$ cat src/rtl/fetch_pkg.sv
// fetch_pkg: shared types and constants for the IF stage.
// Consumed by fetch_stage and its IF/ID register.
package fetch_pkg;

  typedef enum logic [1:0] {
    S_REQ,
    S_HOLD,
    S_KILL
  } fetch_state_t;

  localparam logic [31:0] NOP_INSTR = 32'h0;
  localparam logic [31:0] PC_INC    = 32'd4;

endpackage

$ cat src/rtl/fetch_flopenrc.sv
// flopenrc: register with enable and synchronous clear.
// Used for the IF/ID pipeline register.
module flopenrc #(
  parameter int WIDTH = 32
) (
  input  logic             clk,
  input  logic             reset,
  input  logic             en,
  input  logic             clr,
  input  logic [WIDTH-1:0] d,
  output logic [WIDTH-1:0] q
);

  always_ff @(posedge clk) begin
    if (reset)
      q <= '0;
    else if (clr)
      q <= '0;
    else if (en)
      q <= d;
  end

endmodule

$ cat src/rtl/fetch_stage.sv
// fetch_stage: PC, single-outstanding imem port, IF/ID register.
// FETCH_PERF_EN adds perf_fetched/perf_bubbles counters.
module fetch_stage
  import fetch_pkg::*;
#(
  parameter logic [31:0] RESET_PC = 32'h0000_0000
) (
  input  logic        clk,
  input  logic        reset,
  input  logic        stallD,
  input  logic        flushD,
  input  logic        pcsrcM,
  input  logic        jumpM,
  input  logic [31:0] pcbranchM,
  input  logic [31:0] pcjumpM,
  output logic        imem_req,
  output logic [31:0] imem_addr,
  input  logic        imem_valid,
  input  logic [31:0] imem_rdata,
  output logic [31:0] instrD,
  output logic [5:0]  opD,
  output logic [5:0]  functD,
  output logic [31:0] pcplus4D,
  output logic        validD,
  output logic        fetch_busy
`ifdef FETCH_PERF_EN
  ,
  output logic [31:0] perf_fetched,
  output logic [31:0] perf_bubbles
`endif
);

  fetch_state_t state, state_n;
  logic [31:0] pcF, pcF_n;
  logic [31:0] req_addr, req_addr_n;
  logic [31:0] instr_buf, buf_n;
  logic [31:0] pcplus4F, target, load_instr;
  logic        redirect, load, bubble;
  logic [32:0] ifid_q;

  assign redirect = pcsrcM | jumpM;
  assign target   = pcsrcM ? pcbranchM : pcjumpM;
  assign pcplus4F = pcF + PC_INC;

  always_comb begin
    state_n    = state;
    pcF_n      = pcF;
    req_addr_n = req_addr;
    buf_n      = instr_buf;
    load       = 1'b0;
    load_instr = imem_rdata;
    unique case (state)
      S_REQ: begin
        if (redirect) begin
          pcF_n = target;
          if (!imem_valid) begin
            req_addr_n = pcF;
            state_n    = S_KILL;
          end
        end else if (imem_valid) begin
          if (stallD || flushD) begin
            buf_n   = imem_rdata;
            state_n = S_HOLD;
          end else begin
            load  = 1'b1;
            pcF_n = pcplus4F;
          end
        end
      end
      S_HOLD: begin
        if (redirect) begin
          pcF_n   = target;
          state_n = S_REQ;
        end else if (!stallD && !flushD) begin
          load       = 1'b1;
          load_instr = instr_buf;
          pcF_n      = pcplus4F;
          state_n    = S_REQ;
        end
      end
      S_KILL: begin
        if (redirect)
          pcF_n = target;
        // the killed word is dropped; only leave once it lands
        if (imem_valid)
          state_n = S_REQ;
      end
      default: state_n = S_REQ;
    endcase
  end

  always_ff @(posedge clk) begin
    if (reset) begin
      state     <= S_REQ;
      pcF       <= RESET_PC;
      req_addr  <= RESET_PC;
      instr_buf <= NOP_INSTR;
    end else begin
      state     <= state_n;
      pcF       <= pcF_n;
      req_addr  <= req_addr_n;
      instr_buf <= buf_n;
    end
  end

  assign bubble     = redirect | flushD | (!stallD & !load);
  assign imem_req   = !reset && (state != S_HOLD);
  assign imem_addr  = (state == S_KILL) ? req_addr : pcF;
  assign fetch_busy = !reset && (state != S_REQ);

  flopenrc #(.WIDTH(33)) u_ifid_iv (
    .clk   (clk),
    .reset (reset),
    .en    (load),
    .clr   (bubble),
    .d     ({1'b1, load_instr}),
    .q     (ifid_q)
  );

  // pcplus4D is not cleared by a bubble
  flopenrc #(.WIDTH(32)) u_ifid_pc (
    .clk   (clk),
    .reset (reset),
    .en    (load),
    .clr   (1'b0),
    .d     (pcplus4F),
    .q     (pcplus4D)
  );

  assign validD = ifid_q[32];
  assign instrD = ifid_q[31:0];
  assign opD    = instrD[31:26];
  assign functD = instrD[5:0];

`ifdef FETCH_PERF_EN
  always_ff @(posedge clk) begin
    if (reset) begin
      perf_fetched <= '0;
      perf_bubbles <= '0;
    end else begin
      if (load)
        perf_fetched <= perf_fetched + 32'd1;
      if (bubble)
        perf_bubbles <= perf_bubbles + 32'd1;
    end
  end
`endif

endmodule

$ cat config.mk
export PLATFORM = sky130hd
export DESIGN_NAME = fetch_stage
export DESIGN_NICKNAME = d
export VERILOG_FILES = /design/src/rtl/fetch_pkg.sv /design/src/rtl/fetch_flopenrc.sv /design/src/rtl/fetch_stage.sv
export SDC_FILE = /design/constraint.sdc
export NUM_CORES = 1
export LEC_CHECK = 0
export ABC_AREA = 1
export BUFFER_PORTS_ARGS = -buffer_cell sky130_fd_sc_hd__buf_4
export CAP_MARGIN = 20
export CORE_ASPECT_RATIO = 1.2
export CORE_UTILIZATION = 34
export DETAILED_ROUTE_END_ITERATION = 10
export PLACE_DENSITY = 0.64
export SLEW_MARGIN = 20
export SYNTH_ARGS = -nofsm -noshare
export SYNTH_HDL_FRONTEND = slang
export SYNTH_SLANG_ARGS = --single-unit
$ cat constraint.sdc
create_clock -name clk -period 1.6 [get_ports clk]
set_input_delay 0.32 -clock clk [delete_from_list [all_inputs] [get_ports clk]]
set_output_delay 0.32 -clock clk [all_outputs]
set_load 0.005 [all_outputs]
==> run metrics <==
ratio of final minimum period to clock period 109%; unrepaired setup endpoints after global routing yes; Worst Min Path Start imem_valid; Clk Tree Root Cell sky130_fd_sc_hd__clkbuf_16; worst-case register-to-register setup slack -80 ps; sum of internal, switching and leakage power 10.9 mW; Reg2Reg Launch Point state[0]; number of antenna violations at the first check in global routing 0; count of final hold-check violations 0; area used by multi-input combinational logic 4670 µm²; storage element area 3280 µm²; gate count of the mapped netlist 1236; diode insertion count for antenna repair 0; cell-by-cell listing of the critical path buf_4 > buf_4 > nor2_4 > nor2_1 > buf_4; commonest non-fill, non-tap cell in the layout sky130_fd_sc_hd__buf_4; starting density of the core 34.7%; count of placed standard cells in the final layout, fillers left out 1854; overall routing resource usage 22.0%; number of clock buffers inserted by TritonCTS 17; IO Pins 214; multiplexer fraction of the synthesized cell area 0.248%; layout-stage area growth over the synthesis result 56.5%; kind of cell with the highest combined delay on the critical path buffers and inverters; register share of total power 40.5%; depth of the worst hold-timing path 2; TritonCTS clock tree done; commonest cells after routing, fill and taps aside sky130_fd_sc_hd__buf_4, sky130_fd_sc_hd__nand2_1, sky130_fd_sc_hd__nor2_1; CP Launch Point state[1]; Nets 1630; share of the synthesized area in compound gates (AO/OA/AOI/OAI) 20.5%; area fraction in and, or, nand and nor cells after synthesis 27.5%; Critical path buffers and inverters 3; number of global-route vias before repair 8408; number of fill cells 2238; R2R depth 8; antenna-violating nets left 0; arrival time at the worst endpoint 1430 ps; relative contribution of combinational cells to total power 19.3%; area of the mapped netlist 8060 µm²; width of the die 143 µm; clock slew seen by the registers of the worst setup and hold paths 60 ps; Cell Pwr Density 863 nW/µm²; Placed Cells 1783; fraction of layout cells with a size suffix above 1 35.7%; die area 24300 µm²; final critical-path setup slack -148 ps; CP Launch Type flip-flop; Min-Delay Endpoint state[1]; clock net sink count 163; number of buffer cells added on primary ports 213; wire length of the first global-routing pass 41.6 mm; synthesized netlist net count 1340; fraction of synthesized cell area taken by the top area cell type 40.5%; maximum VDD drop 0.763 mV; vias per std cell 4.97; detailed-route wire length per cell 16.4 µm; dominant cell type by area after synthesis sky130_fd_sc_hd__dfxtp_1; peak clock frequency supported by timing 572 MHz; required time of the worst setup path 1280 ps; synthesized flop and latch total 163; hold slack final 92.5 ps; final global-route overflow total 0; stage delay of the slowest cell on the critical path 390 ps; reg-to-reg endpoint u_ifid_iv.q[4]; Internal Power 7.76 mW; master of the slowest instance on the critical path sky130_fd_sc_hd__dfxtp_4; final weighted congestion of routability-driven global placement 0.966; outcome complete, but fails checks; violations in the final reports setup timing; tightest slew margin relative to the limit 63.5%; type of destination of the critical path output port; largest cells by area after synthesis sky130_fd_sc_hd__dfxtp_1, sky130_fd_sc_hd__nand2_1, sky130_fd_sc_hd__nor2_1, sky130_fd_sc_hd__o21ai_0, sky130_fd_sc_hd__a21oi_1; net switching power figure 3.12 mW; DR iter-0 viols 546; sequential share of the synthesized area 40.5%; max-slew violation count 0; clock network fraction of design power 40.2%; largest net degree at the start of global routing 65; Core Rows 61; dominant combinational cell family by area after synthesis simple AND/OR/NAND/NOR gates; average instance area after synthesis 6.52 µm²; Clock Path Buffers 2; final wirelength 30.4 mm; final critical path time including I/O delays and setup 1750 ps; maximum fanout count along the critical path 4; Static Leak 5.61 nW; number of warnings printed during yosys synthesis 0; max-capacitance violation count 0; total iterations of the first detailed-routing run 5; area share of fa/ha/maj cells after synthesis 0.155%; number of vias after detailed routing 9213; share of total power consumed by net switching 28.7%; post-layout util 54.4%; DRC violation count after routing 0; H-tree lvl count 4; vertical extent of the die 171 µm; Min-Delay Path Class primary input to flip-flop; placeable core region 23200 µm²; xor-xnor portion of the synthesized cell area 1.30%; most common cell type on the critical path sky130_fd_sc_hd__buf_4; clk_skew 19.8 ps; pre-CTS worst setup slack 15.2 ps; Tightest Pin Transition 547 ps; source-to-sink clock delay at the later pin of the worst-skew pair 440 ps; DP HPWL 19.3 mm; Setup Crit Path Kind flip-flop to output port; total setup violations reported at the end of the flow 81; count of cell types in the netlist 32
==> what timing repair did <==
| item | 4_1_cts | 5_1_grt |
|---|---|---|
| hold buffers | 0 | 0 |
| pin swaps | 2 | 23 |
| resized for setup | 80 | 201 |
| setup endpoints to repair | 34 | 143 |
| setup buffers | 4 | 13 |
| gates cloned | 3 | 22 |
==> area by class of cell <==
class / instances / share of cell area [%]
clock inverter: 15 / 1.52
inverter: 90 / 3.06
tap: 315 / 3.13
sequential: 163 / 26.0
timing repair buffer: 356 / 25.9
clock buffer: 17 / 3.37
multi-input combinational: 898 / 37.0
==> cells by family (layout without fill, tap and decap cells) <==
logic type | count (synthesis) | count (layout)
DFF | 163 | 163
and+or+nand+nor | 556 | 558
muxes | 2 | 2
buffers and inverters | 177 | 478
xor gates and xnor gates | 12 | 12
adders and majority gates | 1 | 1
AOI/OAI and AO/OA | 325 | 325
==> synthesized netlist by cell type <==
library cell                instances
sky130_fd_sc_hd__a2111oi_0          1
sky130_fd_sc_hd__a211oi_2           1
sky130_fd_sc_hd__a21o_1             1
sky130_fd_sc_hd__a21oi_1          130
sky130_fd_sc_hd__buf_1              5
sky130_fd_sc_hd__buf_2             27
sky130_fd_sc_hd__buf_4             16
sky130_fd_sc_hd__buf_6              4
sky130_fd_sc_hd__clkbuf_1          35
sky130_fd_sc_hd__dfxtp_1          163
sky130_fd_sc_hd__ha_1               1
sky130_fd_sc_hd__inv_1             84
sky130_fd_sc_hd__inv_2              5
sky130_fd_sc_hd__inv_6              1
sky130_fd_sc_hd__mux2i_1            2
sky130_fd_sc_hd__nand2_1          288
sky130_fd_sc_hd__nand2_2            1
sky130_fd_sc_hd__nand2_4            3
sky130_fd_sc_hd__nand3_1           25
sky130_fd_sc_hd__nand3_2            2
sky130_fd_sc_hd__nand3b_1           2
sky130_fd_sc_hd__nand4_1            3
sky130_fd_sc_hd__nor2_1           220
sky130_fd_sc_hd__nor2_2             9
sky130_fd_sc_hd__nor2_4             3
sky130_fd_sc_hd__o2111ai_1          1
sky130_fd_sc_hd__o21ai_0          151
sky130_fd_sc_hd__o21ai_1           38
sky130_fd_sc_hd__o21ai_2            1
sky130_fd_sc_hd__o31ai_1            1
sky130_fd_sc_hd__xnor2_1            6
sky130_fd_sc_hd__xor2_1             6
==> state kept, by name, summed over array words and instances (netlist names) <==
register     count
instr_buf       32
pcF             32
req_addr        32
state            2
u_ifid_iv.q     33
u_ifid_pc.q     32
==> power by group through the flow <==
| stage | sequential, mW | combinational [mW] | clock (mW) |
|---|---|---|---|
| floorplan | 4.48 | 0.778 | 0 |
| global placement | 4.47 | 1.67 | 0 |
| detailed placement | 4.47 | 1.69 | 0 |
| CTS | 4.38 | 1.81 | 4.43 |
| global route | 4.42 | 2.28 | 4.60 |
| finish | 4.40 | 2.10 | 4.37 |
==> routing by layer <==
layer,track usage (%),vias up,wire length [µm]
met1,26.0,4283,12200
met4,9.07,0,874
met3,2.88,60,1570
li1,-,4546,-
met5,0,-,0
met2,39.7,324,15700
==> worst max-delay path by stage <==
stage | cells past startpoint | endpoint
floorplan | 6 | imem_addr[10]
global placement | 9 | u_ifid_pc.q[23]
detailed placement | 9 | u_ifid_pc.q[23]
CTS | 6 | imem_addr[15]
global route | 5 | imem_addr[30]
finish | 5 | imem_req
==> per-stage QoR <==
step	setup TNS [ps]	area (µm²)
global placement	0	10600
floorplan	0	8060
detailed placement	0	10600
finish	-5590	12600
CTS	-5280	11500
global route	-12550	12600
Power figures use the tool's default switching activity.
